`src/rtl/uart_rx_controller_pkg.sv`:
```
// uart_pkg: shared receive-state encoding, default sizes, parity helper.
// Imported by the UART receive controller, its interface and bench.
package uart_pkg;

  typedef enum logic [2:0] {
    IDLE,
    START,
    DATA,
    PARITY,
    STOP,
    BREAK_WAIT
  } rx_state_t;

  localparam int UART_WORD_SIZE  = 8;
  localparam int UART_OVERSAMPLE = 16;

  // Expected parity bit for up to 9 data bits; odd=1 inverts.
  function automatic logic parity_bit(
    input logic [8:0] data,
    input logic       odd
  );
    return (^data) ^ odd;
  endfunction

endpackage

```
`src/rtl/uart_rx_controller_if.sv`:
```
// Receive-buffer link: DataOut/SetFlag load strobe out, Flag (full) in.
// master = controller side, slave = buffer side.
interface uart_rx_controller_if #(
  parameter int WORD_SIZE = uart_pkg::UART_WORD_SIZE
);

  logic [WORD_SIZE-1:0] DataOut;
  logic                 SetFlag;
  logic                 Flag;

  modport master (
    output DataOut,
    output SetFlag,
    input  Flag
  );

  modport slave (
    input  DataOut,
    input  SetFlag,
    output Flag
  );

endinterface

```
`src/rtl/uart_rx_controller_sync.sv`:
```
// uart_rx_sync: 2-flop synchronizer, reset value 1 (idle-high lines).
// Ports: Clock, ResetN (sync, active-low), d (async in), q (synced out).
module uart_rx_sync (
  input  logic Clock,
  input  logic ResetN,
  input  logic d,
  output logic q
);

  logic meta;

  always_ff @(posedge Clock) begin
    if (!ResetN) begin
      meta <= 1'b1;
      q    <= 1'b1;
    end else begin
      meta <= d;
      q    <= meta;
    end
  end

endmodule

```
`src/rtl/uart_rx_controller.sv`:
```
// uart_rx_controller: oversampled UART receiver FSM feeding a rx buffer.
// Ports: Clock, ResetN (sync, active-low), BaudTick, SerialIn,
//   ClearErrors, rx_buf (DataOut/SetFlag/Flag), Busy,
//   FramingError, OverrunError, ParityError.
// Option: define UART_RX_PARITY_EN to add a parity bit before stop.
module uart_rx_controller
  import uart_pkg::*;
#(
  parameter int WORD_SIZE  = UART_WORD_SIZE,
  parameter int OVERSAMPLE = UART_OVERSAMPLE,
  parameter int PARITY_ODD = 0
) (
  input  logic                        Clock,
  input  logic                        ResetN,
  input  logic                        BaudTick,
  input  logic                        SerialIn,
  input  logic                        ClearErrors,
  uart_rx_controller_if.master        rx_buf,
  output logic                        Busy,
  output logic                        FramingError,
  output logic                        OverrunError,
  output logic                        ParityError
);

  localparam int TW = $clog2(OVERSAMPLE);
  localparam int BW = $clog2(WORD_SIZE);

  localparam logic [TW-1:0] TICK_LAST = TW'(OVERSAMPLE - 1);
  localparam logic [TW-1:0] TICK_MID  = TW'(OVERSAMPLE / 2 - 1);
  localparam logic [BW-1:0] BIT_LAST  = BW'(WORD_SIZE - 1);

`ifdef UART_RX_PARITY_EN
  localparam rx_state_t AFTER_DATA = PARITY;
  localparam logic      ODD        = (PARITY_ODD != 0);
  logic par_err;
  assign ParityError = par_err;
`else
  localparam rx_state_t AFTER_DATA = STOP;
  logic unused_par;
  assign unused_par  = (PARITY_ODD != 0);
  assign ParityError = 1'b0;
`endif

  rx_state_t            state;
  logic [TW-1:0]        tick;
  logic [BW-1:0]        bitcnt;
  logic [WORD_SIZE-1:0] shreg;
  logic                 rxs;

  uart_rx_sync u_sync (
    .Clock  (Clock),
    .ResetN (ResetN),
    .d      (SerialIn),
    .q      (rxs)
  );

  assign Busy = (state != IDLE);

  always_ff @(posedge Clock) begin
    if (!ResetN) begin
      state          <= IDLE;
      tick           <= '0;
      bitcnt         <= '0;
      shreg          <= '0;
      rx_buf.DataOut <= '0;
      rx_buf.SetFlag <= 1'b0;
      FramingError   <= 1'b0;
      OverrunError   <= 1'b0;
`ifdef UART_RX_PARITY_EN
      par_err        <= 1'b0;
`endif
    end else begin
      rx_buf.SetFlag <= 1'b0;
      // Clear first so a same-cycle error set below wins.
      if (ClearErrors) begin
        FramingError <= 1'b0;
        OverrunError <= 1'b0;
`ifdef UART_RX_PARITY_EN
        par_err      <= 1'b0;
`endif
      end
      if (BaudTick) begin
        unique case (state)
          IDLE: begin
            if (!rxs) begin
              state <= START;
              tick  <= '0;
            end
          end
          START: begin
            if (tick == TICK_MID) begin
              tick   <= '0;
              bitcnt <= '0;
              state  <= rxs ? IDLE : DATA;
            end else begin
              tick <= tick + 1'b1;
            end
          end
          DATA: begin
            if (tick == TICK_LAST) begin
              tick  <= '0;
              shreg <= {rxs, shreg[WORD_SIZE-1:1]};
              if (bitcnt == BIT_LAST) begin
                bitcnt <= '0;
                state  <= AFTER_DATA;
              end else begin
                bitcnt <= bitcnt + 1'b1;
              end
            end else begin
              tick <= tick + 1'b1;
            end
          end
          PARITY: begin
`ifdef UART_RX_PARITY_EN
            if (tick == TICK_LAST) begin
              tick  <= '0;
              state <= STOP;
              if (rxs != parity_bit(9'(shreg), ODD))
                par_err <= 1'b1;
            end else begin
              tick <= tick + 1'b1;
            end
`else
            state <= IDLE;
`endif
          end
          STOP: begin
            if (tick == TICK_LAST) begin
              tick <= '0;
              if (rxs) begin
                rx_buf.DataOut <= shreg;
                rx_buf.SetFlag <= 1'b1;
                if (rx_buf.Flag)
                  OverrunError <= 1'b1;
                state <= IDLE;
              end else begin
                FramingError <= 1'b1;
                state        <= BREAK_WAIT;
              end
            end else begin
              tick <= tick + 1'b1;
            end
          end
          BREAK_WAIT: begin
            // Wait out a held-low line so it cannot retrigger.
            if (rxs)
              state <= IDLE;
          end
          default: state <= IDLE;
        endcase
      end
    end
  end

endmodule
```
`src/flat_wrapper.sv`:
```
// flat-port wrapper written by rule: the top's interface ports become plain ports
module uart_rx_controller_flat import uart_pkg::*;
#(
  parameter int WORD_SIZE  = UART_WORD_SIZE,
  parameter int OVERSAMPLE = UART_OVERSAMPLE,
  parameter int PARITY_ODD = 0
)
  (Clock, ResetN, BaudTick, SerialIn, ClearErrors, Busy, FramingError, OverrunError, ParityError, rx_buf_DataOut, rx_buf_SetFlag, rx_buf_Flag);
  uart_rx_controller_if #(.WORD_SIZE(WORD_SIZE)) rx_buf_i ();
  input  logic Clock;
  input  logic ResetN;
  input  logic BaudTick;
  input  logic SerialIn;
  input  logic ClearErrors;
  output logic Busy;
  output logic FramingError;
  output logic OverrunError;
  output logic ParityError;
  output wire logic [$bits(rx_buf_i.DataOut)-1:0] rx_buf_DataOut;
  output wire logic [$bits(rx_buf_i.SetFlag)-1:0] rx_buf_SetFlag;
  input wire logic [$bits(rx_buf_i.Flag)-1:0] rx_buf_Flag;
  assign rx_buf_DataOut = rx_buf_i.DataOut;
  assign rx_buf_SetFlag = rx_buf_i.SetFlag;
  assign rx_buf_i.Flag = rx_buf_Flag;
  uart_rx_controller #(.WORD_SIZE(WORD_SIZE), .OVERSAMPLE(OVERSAMPLE), .PARITY_ODD(PARITY_ODD)) u_core (.Clock(Clock), .ResetN(ResetN), .BaudTick(BaudTick), .SerialIn(SerialIn), .ClearErrors(ClearErrors), .rx_buf(rx_buf_i), .Busy(Busy), .FramingError(FramingError), .OverrunError(OverrunError), .ParityError(ParityError));
endmodule
```
`config.mk`:
```
export PLATFORM = sky130hd
export DESIGN_NAME = uart_rx_controller_flat
export DESIGN_NICKNAME = d
export VERILOG_FILES = /design/src/rtl/uart_rx_controller_pkg.sv /design/src/rtl/uart_rx_controller_if.sv /design/src/rtl/uart_rx_controller_sync.sv /design/src/rtl/uart_rx_controller.sv /design/src/flat_wrapper.sv
export SDC_FILE = /design/constraint.sdc
export NUM_CORES = 1
export LEC_CHECK = 0
export BUFFER_PORTS_ARGS = -buffer_cell sky130_fd_sc_hd__buf_2
export CORE_MARGIN = 2
export CORE_UTILIZATION = 45
export CTS_CLUSTER_DIAMETER = 120
export DETAILED_ROUTE_END_ITERATION = 7
export PLACE_DENSITY = 0.63
export SLEW_MARGIN = 40
export SYNTH_ARGS = -nofsm -noshare
export SYNTH_HDL_FRONTEND = slang
export SYNTH_HIERARCHICAL = 1
export SYNTH_SLANG_ARGS = --single-unit
export TNS_END_PERCENT = 5
```
`constraint.sdc`:
```
create_clock -name Clock -period 2.4 [get_ports Clock]
set_input_delay 0.12 -clock Clock [delete_from_list [all_inputs] [get_ports Clock]]
set_output_delay 0.12 -clock Clock [all_outputs]
set_load 0.005 [all_outputs]
```
==> flow_summary_export.csv, run 1 <==
group,metric,value,unit
global_route,grt_usage,16.0,%
logic_synthesis,yosysWarnings,6,
floorplanning,die_x,61.5,um
global_route,grt_pass1_wl,4370,um
sta,fin_crit,1.84,ns
critical_path,r2r-start,"u_core/state[0]",
cells_and_area,drive_gt1_share,23.1,%
sta,relSlewSlack,48.9,%
global_route,grt_overflow,0,
floorplanning,io_pins,19,
place,place_congestion,0.760,
logic_synthesis,yosys_most_used_dff,"dfxtp_1",
critical_path,worstPathMaxFanout,19,
drt,wl,2660,um
sta,worst-slew-pin-transition,0.766,ns
min_path,hold_start,"rx_buf_Flag",
sta,fin_tns_setup,0,ns
floorplanning,initial_utilization,47.9,%
clock_network,tritoncts,"built",
critical_path,crit_type,"register to register",
clock_network,clk_pin_slew,0.10,ns
global_route,grt_pass1_vias,982,
drt,vias,1103,
power,sw_frac_of_total,23.0,%
logic_synthesis,async_reset_ff_share,0,%
logic_synthesis,synth-seq-area-share,41.8,%
sta,setup_violations,0,
clock_network,clk_latency,0.32,ns
logic_synthesis,synth_mux_area_share,14.2,%
critical_path,crit_arrival,2.03,ns
floorplanning,dieArea,3780,um2
min_path,hp-class,"primary input to register",
drt,routedWlPerCell,12.5,um
cells_and_area,layout_common_cells,"31 x dfxtp_1, 23 x nor2_1, 21 x mux2i_1, 17 x buf_2, 8 x nand2_1",
logic_synthesis,postSynthCellCount,152,
cells_and_area,final_common_cell,"dfxtp_1",
logic_synthesis,synth_simple_gate_area_share,24.7,%
logic_synthesis,syn_nets,161,
critical_path,crit_path_end,"u_core/bitcnt[0]",
sta,rsz0062_at_grt,"no",
drt,drc_errors,0,
cells_and_area,antenna_cells,0,
clock_network,cts.sinks,31,
critical_path,end_kind,"register",
sta,final.period_utilization,76.5,%
sta,hold_ws,0.0261,ns
logic_synthesis,synthDistinctLibCells,45,
clock_network,numCtsBuffers,5,
floorplanning,row_count,20,
critical_path,worst_setup_path_start_kind,"register",
power,p_per_area,556,nW/um2
clock_network,htreeDepth,2,
floorplanning,coreArea,3100,um2
clock_network,clk_path_buf_depth,2,
sta,final_max_slew_viol_count,0,
sta,skew,0.00215,ns
sta,hold_viol,0,
job,maxCapViolCount,0,
drt,postRouteAntennaNets,0,
critical_path,reg2reg_depth,4,
drt,firstDrtPassIters,4,
power,power_frac_comb,4.7,%
drt,via_per_inst,5.18,
global_route,antenna_found_initial,0,
logic_synthesis,synth_fa_ha_area_share,2.53,%
critical_path,crit_start,"u_core/state[0]",
power,seqPwrFrac,57.2,%
global_route,grt_max_degree,26,
run_status,status,"completed",
logic_synthesis,synth_xor_area_share,0.590,%
cells_and_area,multi_input_area,783,um2
cells_and_area,area_growth,11.0,%
clock_network,ctsResizeCount,0,
place,dp_hpwl,1840,um
critical_path,reg2reg_to,"u_core/bitcnt[0]",
logic_synthesis,synth_top_family_by_area,"simple AND/OR/NAND/NOR gates",
floorplanning,die_h,61.5,um
power,leakage,0.637,nW
logic_synthesis,synth_area,1490,um2
power,p_int,0.000707,W
logic_synthesis,synth_compound_area_share,10.5,%
power,vdd_drop_max,0.383,mV
power,power_switching,0.000211,W
power,pwr-share-clk,38.2,%
clock_network,root_buffer,"clkbuf_4",
cells_and_area,fin_nets,177,
drt,drt_iter0_drc,53,
critical_path,critPathRequiredTime,2.59,ns
cells_and_area,regArea,621,um2
place,io_buffer_count,17,
logic_synthesis,synth_edf_count,0,
logic_synthesis,avgSynthCellArea,9.77,um2
sta,max_freq,0.545,GHz
critical_path,rrSetupSlack,0.56,ns
logic_synthesis,ys_seq_elements,31,
cells_and_area,n_fill_cell,308,
-- cell type report --
type                    count  area share (%)
flip-flops and latches     31            37.6
clock inverters             1           0.455
repair buffers             19            6.22
multi-input cells         107            47.5
inverters                   4           0.910
well taps                  44            3.34
clock buffers               7            3.95
-- stage by stage --
stage	area (um2)	setup WS (ns)	utilization [%]	cells	total power [W]
after global placement	1570	0.626	50.5	204	0.000577
final	1650	0.563	53.1	213	0.000917
after floorplan	1490	0.892	-	152	0.000569
after detailed placement	1570	0.599	50.5	204	0.000578
after CTS	1650	0.575	53.1	213	0.000930
after global routing	1650	0.446	53.1	213	0.000962
-- logic make-up after synthesis --
family	after synthesis
AOI/OAI and AO/OA	19
adders and majority gates	3
buffers and inverters	14
DFF	31
xor gates and xnor gates	1
and+or+nand+nor	62
other	1
muxes	21
-- worst max-delay path, cell delays in order (launching register included) --
cell and delay (ns):
dfxtp_1 0.69, or3b_4 0.46, a211oi_4 0.29, mux2i_1 0.22
nor2_1 0.05
-- state kept, by name, summed over array words and instances, names as in the netlist --
signal and cells:
u_core/FramingError 1, u_core/bitcnt 3, u_core/shreg 8, u_core/u_sync/meta 1
u_core/OverrunError 1, u_core/state 3, u_core/tick 4, u_core/rx_buf.DataOut 8
u_core/u_sync/q 1, u_core/rx_buf.SetFlag 1
-- layer usage --
layer	track usage (%)	share of wire, %	up-vias
met5	0	0	-
met3	6.51	4.1	2
li1	-	-	565
met1	19.7	50	515
met2	24.9	45	21
met4	6.38	0.71	0
-- how the worst min path moves through the flow --
stage,endpoint,cells after the start
2_1_floorplan,u_core/u_sync/meta,1
6_report,u_core/OverrunError,3
3_5_place_dp,u_core/u_sync/meta,2
5_1_grt,u_core/OverrunError,3
4_1_cts,u_core/OverrunError,3
3_3_place_gp,u_core/u_sync/meta,2
-- timing repair --
item | in CTS | in global routing
setup buffers | 0 | 0
hold buffers | 1 | 0
endpoints found under the hold margin | 1 | 0
-- power by group through the flow --
stage | Combinational (W) | Sequential, W | Clock [W]
2_1_floorplan | 0.0000388 | 0.000530 | 0
3_3_place_gp | 0.0000408 | 0.000536 | 0
3_5_place_dp | 0.0000420 | 0.000536 | 0
4_1_cts | 0.0000433 | 0.000524 | 0.000363
5_1_grt | 0.0000472 | 0.000525 | 0.000390
6_report | 0.0000430 | 0.000524 | 0.000350
-- cells in the mapped netlist, types with 3 or more instances --
| cell | instances | area [um2] |
|---|---|---|
| clkbuf_1 | 3 | 11.3 |
| nand3_1 | 4 | 20.0 |
| buf_4 | 3 | 22.5 |
| ha_1 | 3 | 37.5 |
| dfxtp_1 | 31 | 621 |
| inv_1 | 4 | 15.0 |
| nand4_1 | 3 | 18.8 |
| a21oi_1 | 4 | 20.0 |
| nand2b_1 | 4 | 25.0 |
| nand2_1 | 8 | 30.0 |
| nor2_1 | 23 | 86.3 |
| mux2i_1 | 21 | 210 |
Power figures use the tool's default switching activity.
==> inputs of run 2 (changes only) <==
==> constraint.sdc (replaced) <==
create_clock -name Clock -period 1.93 [get_ports Clock]
set_input_delay 0.0965 -clock Clock [delete_from_list [all_inputs] [get_ports Clock]]
set_output_delay 0.0965 -clock Clock [all_outputs]
set_load 0.005 [all_outputs]
==> flow_summary_export.csv, run 2 (synthesized netlist as in run 1, its figures left out) <==
group,metric,value,unit
cells_and_area,final_common_cell,"dfxtp_1",
cells_and_area,fin_nets,183,
global_route,grt_max_degree,25,
clock_network,cts_setup_buffers,0,
drt,wl,2800,um
power,p_per_area,637,nW/um2
clock_network,htreeDepth,2,
floorplanning,die_h,61.5,um
clock_network,clk_pin_slew,0.09,ns
place,dp_hpwl,1980,um
clock_network,tritoncts,"built",
cells_and_area,stdcell_area,1670,um2
critical_path,slowest_stage,"dfxtp_1",
sta,final_max_slew_viol_count,0,
global_route,grt_overflow,0,
clock_network,ctsResizeCount,0,
floorplanning,initial_utilization,47.9,%
critical_path,worst_setup_path_start_kind,"register",
place,place_congestion,0.781,
cells_and_area,antenna_cells,0,
floorplanning,row_count,20,
sta,setup_violations,0,
floorplanning,coreArea,3100,um2
cells_and_area,drive_gt1_share,24.6,%
drt,routedWlPerCell,12.8,um
critical_path,worstPathMaxFanout,13,
critical_path,end_kind,"register",
run_status,status,"completed",
critical_path,crit_arrival,1.90,ns
critical_path,critPathRequiredTime,2.15,ns
cells_and_area,layout_common_cells,"31 x dfxtp_1, 23 x nor2_1, 21 x mux2i_1, 17 x buf_2, 8 x nand2_1",
clock_network,clk_path_buf_depth,2,
global_route,antenna_found_initial,0,
global_route,grt_pass1_wl,4870,um
critical_path,path_cells,"buf_4, or4bb_1, o311ai_1, a21oi_2, mux2i_1",
critical_path,reg2reg_depth,5,
place,io_buffer_count,17,
sta,hold_ws,0.0257,ns
global_route,grt_pass1_vias,1085,
clock_network,cts.sinks,31,
critical_path,crit_path_max_incr_delay,0.57,ns
floorplanning,dieArea,3780,um2
drt,postRouteAntennaNets,0,
drt,drt_iter0_drc,45,
clock_network,numCtsBuffers,5,
critical_path,reg2reg_to,"u_core/state[2]",
cells_and_area,area_growth,12.6,%
critical_path,r2r-start,"u_core/state[0]",
critical_path,crit_type,"register to register",
clock_network,hold_buffers,1,
power,leakage,0.659,nW
drt,firstDrtPassIters,4,
power,vdd_drop_max,0.521,mV
global_route,grt_usage,17.7,%
clock_network,clk_latency,0.33,ns
min_path,hp-class,"primary input to register",
cells_and_area,reg_top3,"u_core/rx_buf.DataOut: 8 flops, u_core/shreg: 8 flops, u_core/tick: 4 flops",
critical_path,crit_path_end,"u_core/state[2]",
clock_network,root_buffer,"clkbuf_4",
drt,vias,1152,
sta,rsz0062_at_grt,"no",
sta,hold_viol,0,
drt,via_per_inst,5.26,
sta,final.period_utilization,87.5,%
critical_path,rrSetupSlack,0.24,ns
critical_path,crit_start,"u_core/state[0]",
sta,skew,0.00539,ns
job,maxCapViolCount,0,
sta,max_freq,0.592,GHz
floorplanning,io_pins,19,
place,placed_cell_area,1610,um2
floorplanning,die_x,61.5,um
sta,fin_tns_setup,0,ns
drt,drc_errors,0,
sta,fin_crit,1.69,ns
[run 2: changes by cell type in the layout (fill, tap and decap cells not counted)]
cell	previous run	this run
clkinvlp_4	1	0
clkbuf_1	0	2
clkbuf_8	2	0
buf_4	1	7
clkinv_2	0	1
[run 2: area by class of cell]
| type | instances | area [um2] |
|---|---|---|
| multi-input combinational | 107 | 783 |
| tap | 44 | 55.1 |
| clock buffer | 7 | 45.0 |
| sequential | 31 | 621 |
| inverter | 4 | 15.0 |
| timing repair buffer | 25 | 148 |
| fill | 310 | 1430 |
| clock inverter | 1 | 5.00 |
[run 2: worst min path at each step]
stage                startpoint             endpoint  slack (ns)  cells past startpoint
floorplan                ResetN   u_core/u_sync/meta        0.17                      1
global placement       SerialIn   u_core/u_sync/meta        0.28                      2
detailed placement     SerialIn   u_core/u_sync/meta        0.28                      2
CTS                      ResetN      u_core/u_sync/q        0.01                      2
global route             ResetN   u_core/u_sync/meta        0.01                      2
finish              rx_buf_Flag  u_core/OverrunError        0.03                      3
[run 2: metrics by stage]
| stage | utilization [%] | cells | setup WS, ns | total power [W] |
|---|---|---|---|---|
| 6_report | 53.9 | 219 | 0.241 | 0.00106 |
| 5_1_grt | 53.9 | 219 | 0.117 | 0.00112 |
| 4_1_cts | 53.9 | 219 | 0.234 | 0.00108 |
| 3_5_place_dp | 51.9 | 210 | 0.269 | 0.000723 |
| 3_3_place_gp | 51.9 | 210 | 0.315 | 0.000721 |
| 2_1_floorplan | - | 152 | 0.422 | 0.000708 |
[run 2: critical path, delay by kind of cell, from the launching register on]
kind / cells / cell delay (ns)
buf+inv: 1 / 0.22
mux: 1 / 0.15
flops: 1 / 0.57
simple gates: 1 / 0.40
compound gates: 2 / 0.23
[run 2: power by group]
| part | internal (W) | switching [W] |
|---|---|---|
| logic | 0.0000261 | 0.0000335 |
| clock network | 0.000142 | 0.000214 |
| registers | 0.000643 | 0.00000672 |
| total | 0.000811 | 0.000254 |
[run 2: routing by layer]
metal  GRT usage [%]  part of all wire, %  vias to the layer above
met1            22.3                   47                      541
met4            7.29                  1.2                        0
met3            5.67                  4.3                        6
met5               0                    0                        -
met2            28.1                   48                       25
li1                -                    -                      580
==> inputs of run 3 (changes only) <==
--- a/config.mk
+++ b/config.mk
@@ -5,6 +5,7 @@
 export SDC_FILE = /design/constraint.sdc
 export NUM_CORES = 1
 export LEC_CHECK = 0
+export ABC_AREA = 1
 export BUFFER_PORTS_ARGS = -buffer_cell sky130_fd_sc_hd__buf_2
 export CORE_MARGIN = 2
 export CORE_UTILIZATION = 45
@@ -16,4 +17,3 @@
 export SYNTH_HDL_FRONTEND = slang
 export SYNTH_HIERARCHICAL = 1
 export SYNTH_SLANG_ARGS = --single-unit
-export TNS_END_PERCENT = 5
==> flow_summary_export.csv, run 3 <==
group,metric,value,unit
sta,fin_tns_setup,0,ns
clock_network,root_buffer,"clkbuf_4",
logic_synthesis,synth_common_cells,"33 x nand2_1, 31 x dfxtp_1, 28 x nor2_1, 25 x inv_1, 17 x o21ai_0",
floorplanning,coreArea,3050,um2
drt,via_per_inst,4.77,
floorplanning,dieArea,3690,um2
power,power,0.00169,W
logic_synthesis,synth_edf_count,0,
place,place_congestion,0.883,
drt,drt_iter0_drc,23,
clock_network,tritoncts,"built",
global_route,antenna_found_initial,0,
floorplanning,die_x,60.8,um
critical_path,worstPathMaxFanout,16,
place,placed_cell_area,1570,um2
logic_synthesis,synth-seq-area-share,42.8,%
floorplanning,die_h,60.8,um
critical_path,path_cells,"ha_1, nand2_1, inv_1, nand2_4, nor2_2, nand3_2, o21ai_0, a21oi_1",
clock_network,cts.sinks,31,
logic_synthesis,ys_seq_elements,31,
global_route,grt_pass1_vias,1155,
sta,hold_viol,0,
sta,fin_crit,1.64,ns
critical_path,path_delay_family,"simple AND/OR/NAND/NOR gates",
floorplanning,row_count,20,
critical_path,crit_arrival,1.86,ns
floorplanning,initial_utilization,47.5,%
critical_path,slowest_stage,"dfxtp_1",
job,maxCapViolCount,0,
power,vdd_drop_max,0.558,mV
cells_and_area,fin_nets,229,
logic_synthesis,yosys.area.top_type,"dfxtp_1",
sta,setup_violations,0,
clock_network,clk_latency,0.33,ns
logic_synthesis,synth_area_leaders,"dfxtp_1 43%, nand2_1 8.5%, nor2_1 7.2%",
logic_synthesis,syn_nets,206,
drt,vias,1264,
sta,max_freq,0.611,GHz
sta,skew,0.00625,ns
cells_and_area,final_common_cell,"nand2_1",
cells_and_area,area_growth,14.6,%
min_path,hp-class,"primary input to register",
critical_path,crit_path_max_incr_delay,0.37,ns
critical_path,crit_type,"register to register",
logic_synthesis,synthDistinctLibCells,28,
global_route,grt_usage,17.8,%
cells_and_area,final_util,54.4,%
critical_path,end_kind,"register",
drt,postRouteAntennaNets,0,
sta,rsz0062_at_grt,"no",
clock_network,clk_path_buf_depth,2,
logic_synthesis,yosys_most_used_dff,"dfxtp_1",
global_route,grt_max_degree,26,
logic_synthesis,yosysMostFrequentCell,"nand2_1",
clock_network,clk_pin_slew,0.10,ns
critical_path,cp_num_buf_inv,1,
cells_and_area,antenna_cells,0,
power,leakage,0.820,nW
clock_network,htreeDepth,2,
cells_and_area,drive_gt1_share,20.4,%
drt,drc_errors,0,
logic_synthesis,synth_top_area_share,42.8,%
cells_and_area,stdcell_area,1660,um2
place,dp_hpwl,2110,um
global_route,grt_overflow,0,
sta,hold_ws,0.0271,ns
logic_synthesis,synth_area,1450,um2
drt,wl,2880,um
floorplanning,io_pins,19,
logic_synthesis,yosysWarnings,6,
critical_path,critPathRequiredTime,2.15,ns
sta,final.period_utilization,84.9,%
logic_synthesis,postSynthCellCount,197,
power,p_per_area,1020,nW/um2
cells_and_area,reg_top3,"u_core/rx_buf.DataOut: 8 flops, u_core/shreg: 8 flops, u_core/tick: 4 flops",
drt,firstDrtPassIters,4,
run_status,status,"completed",
clock_network,numCtsBuffers,5,
sta,final_max_slew_viol_count,0,
cells_and_area,layout_common_cells,"33 x nand2_1, 31 x dfxtp_1, 28 x nor2_1, 25 x inv_1",
logic_synthesis,async_reset_ff_share,0,%
global_route,grt_pass1_wl,4860,um
place,io_buffer_count,17,
logic_synthesis,avgSynthCellArea,7.36,um2
critical_path,worst_setup_path_start_kind,"register",
clock_network,ctsResizeCount,0,
drt,routedWlPerCell,10.9,um
-- run 3: where the power goes --
group          internal [W]  total (W)  switching, W
clock              0.000213   0.000443      0.000230
combinational      0.000176   0.000509      0.000333
sequential         0.000677   0.000740     0.0000635
-- run 3: cells by family after synthesis --
| group | Yosys count | share of synthesized area (%) |
|---|---|---|
| simple gates | 93 | 31.2 |
| compound gates | 37 | 13.5 |
| buf+inv | 31 | 8.97 |
| flops | 31 | 42.8 |
| fa+ha+maj | 3 | 2.59 |
| xor+xnor | 1 | 0.604 |
| other cells | 1 | 0.259 |
-- run 3: per-layer routing --
layer	global-route usage, %	wire (um)	vias up
met1	23.0	1390	564
met2	27.3	1320	21
li1	-	-	672
met5	0	0	-
met4	8.70	58	0
met3	5.12	114	7
-- run 3: layout make-up --
type / instances / area [um2]
Fill cell: 325 / 1390
Multi-Input combinational cell: 135 / 699
Timing Repair Buffer: 20 / 113
Tap cell: 44 / 55.1
Clock inverter: 1 / 7.51
Sequential cell: 31 / 621
Inverter: 27 / 101
Clock buffer: 7 / 65.1
-- run 3: repair_timing --
action | CTS | global route
hold buffers | 2 | 0
endpoints found under the setup margin | 0 | 0
endpoints found under the hold margin | 2 | 0
buffers inserted | 0 | 0
-- run 3: worst min-delay path, delay by kind of cell --
kind / cells / cell delay, ns
simple gates: 2 / 0.11
buf+inv: 2 / 0.11
-- run 3: stage by stage --
stage | setup WS [ns] | cells
5_1_grt | 0.0935 | 265
4_1_cts | 0.290 | 265
3_3_place_gp | 0.383 | 255
2_1_floorplan | 0.562 | 197
3_5_place_dp | 0.313 | 255
6_report | 0.292 | 265
-- run 3: path summary, 6_finish.rpt --
kind | start | to | slack (ns) | cells after the start
max | u_core/tick[0] | u_core/rx_buf.DataOut[3] | 0.29 | 8
min | ClearErrors | u_core/OverrunError | 0.03 | 4
max reg2reg | u_core/tick[0] | u_core/rx_buf.DataOut[3] | 0.29 | 8
min reg2reg | u_core/u_sync/meta | u_core/u_sync/q | 0.41 | 2
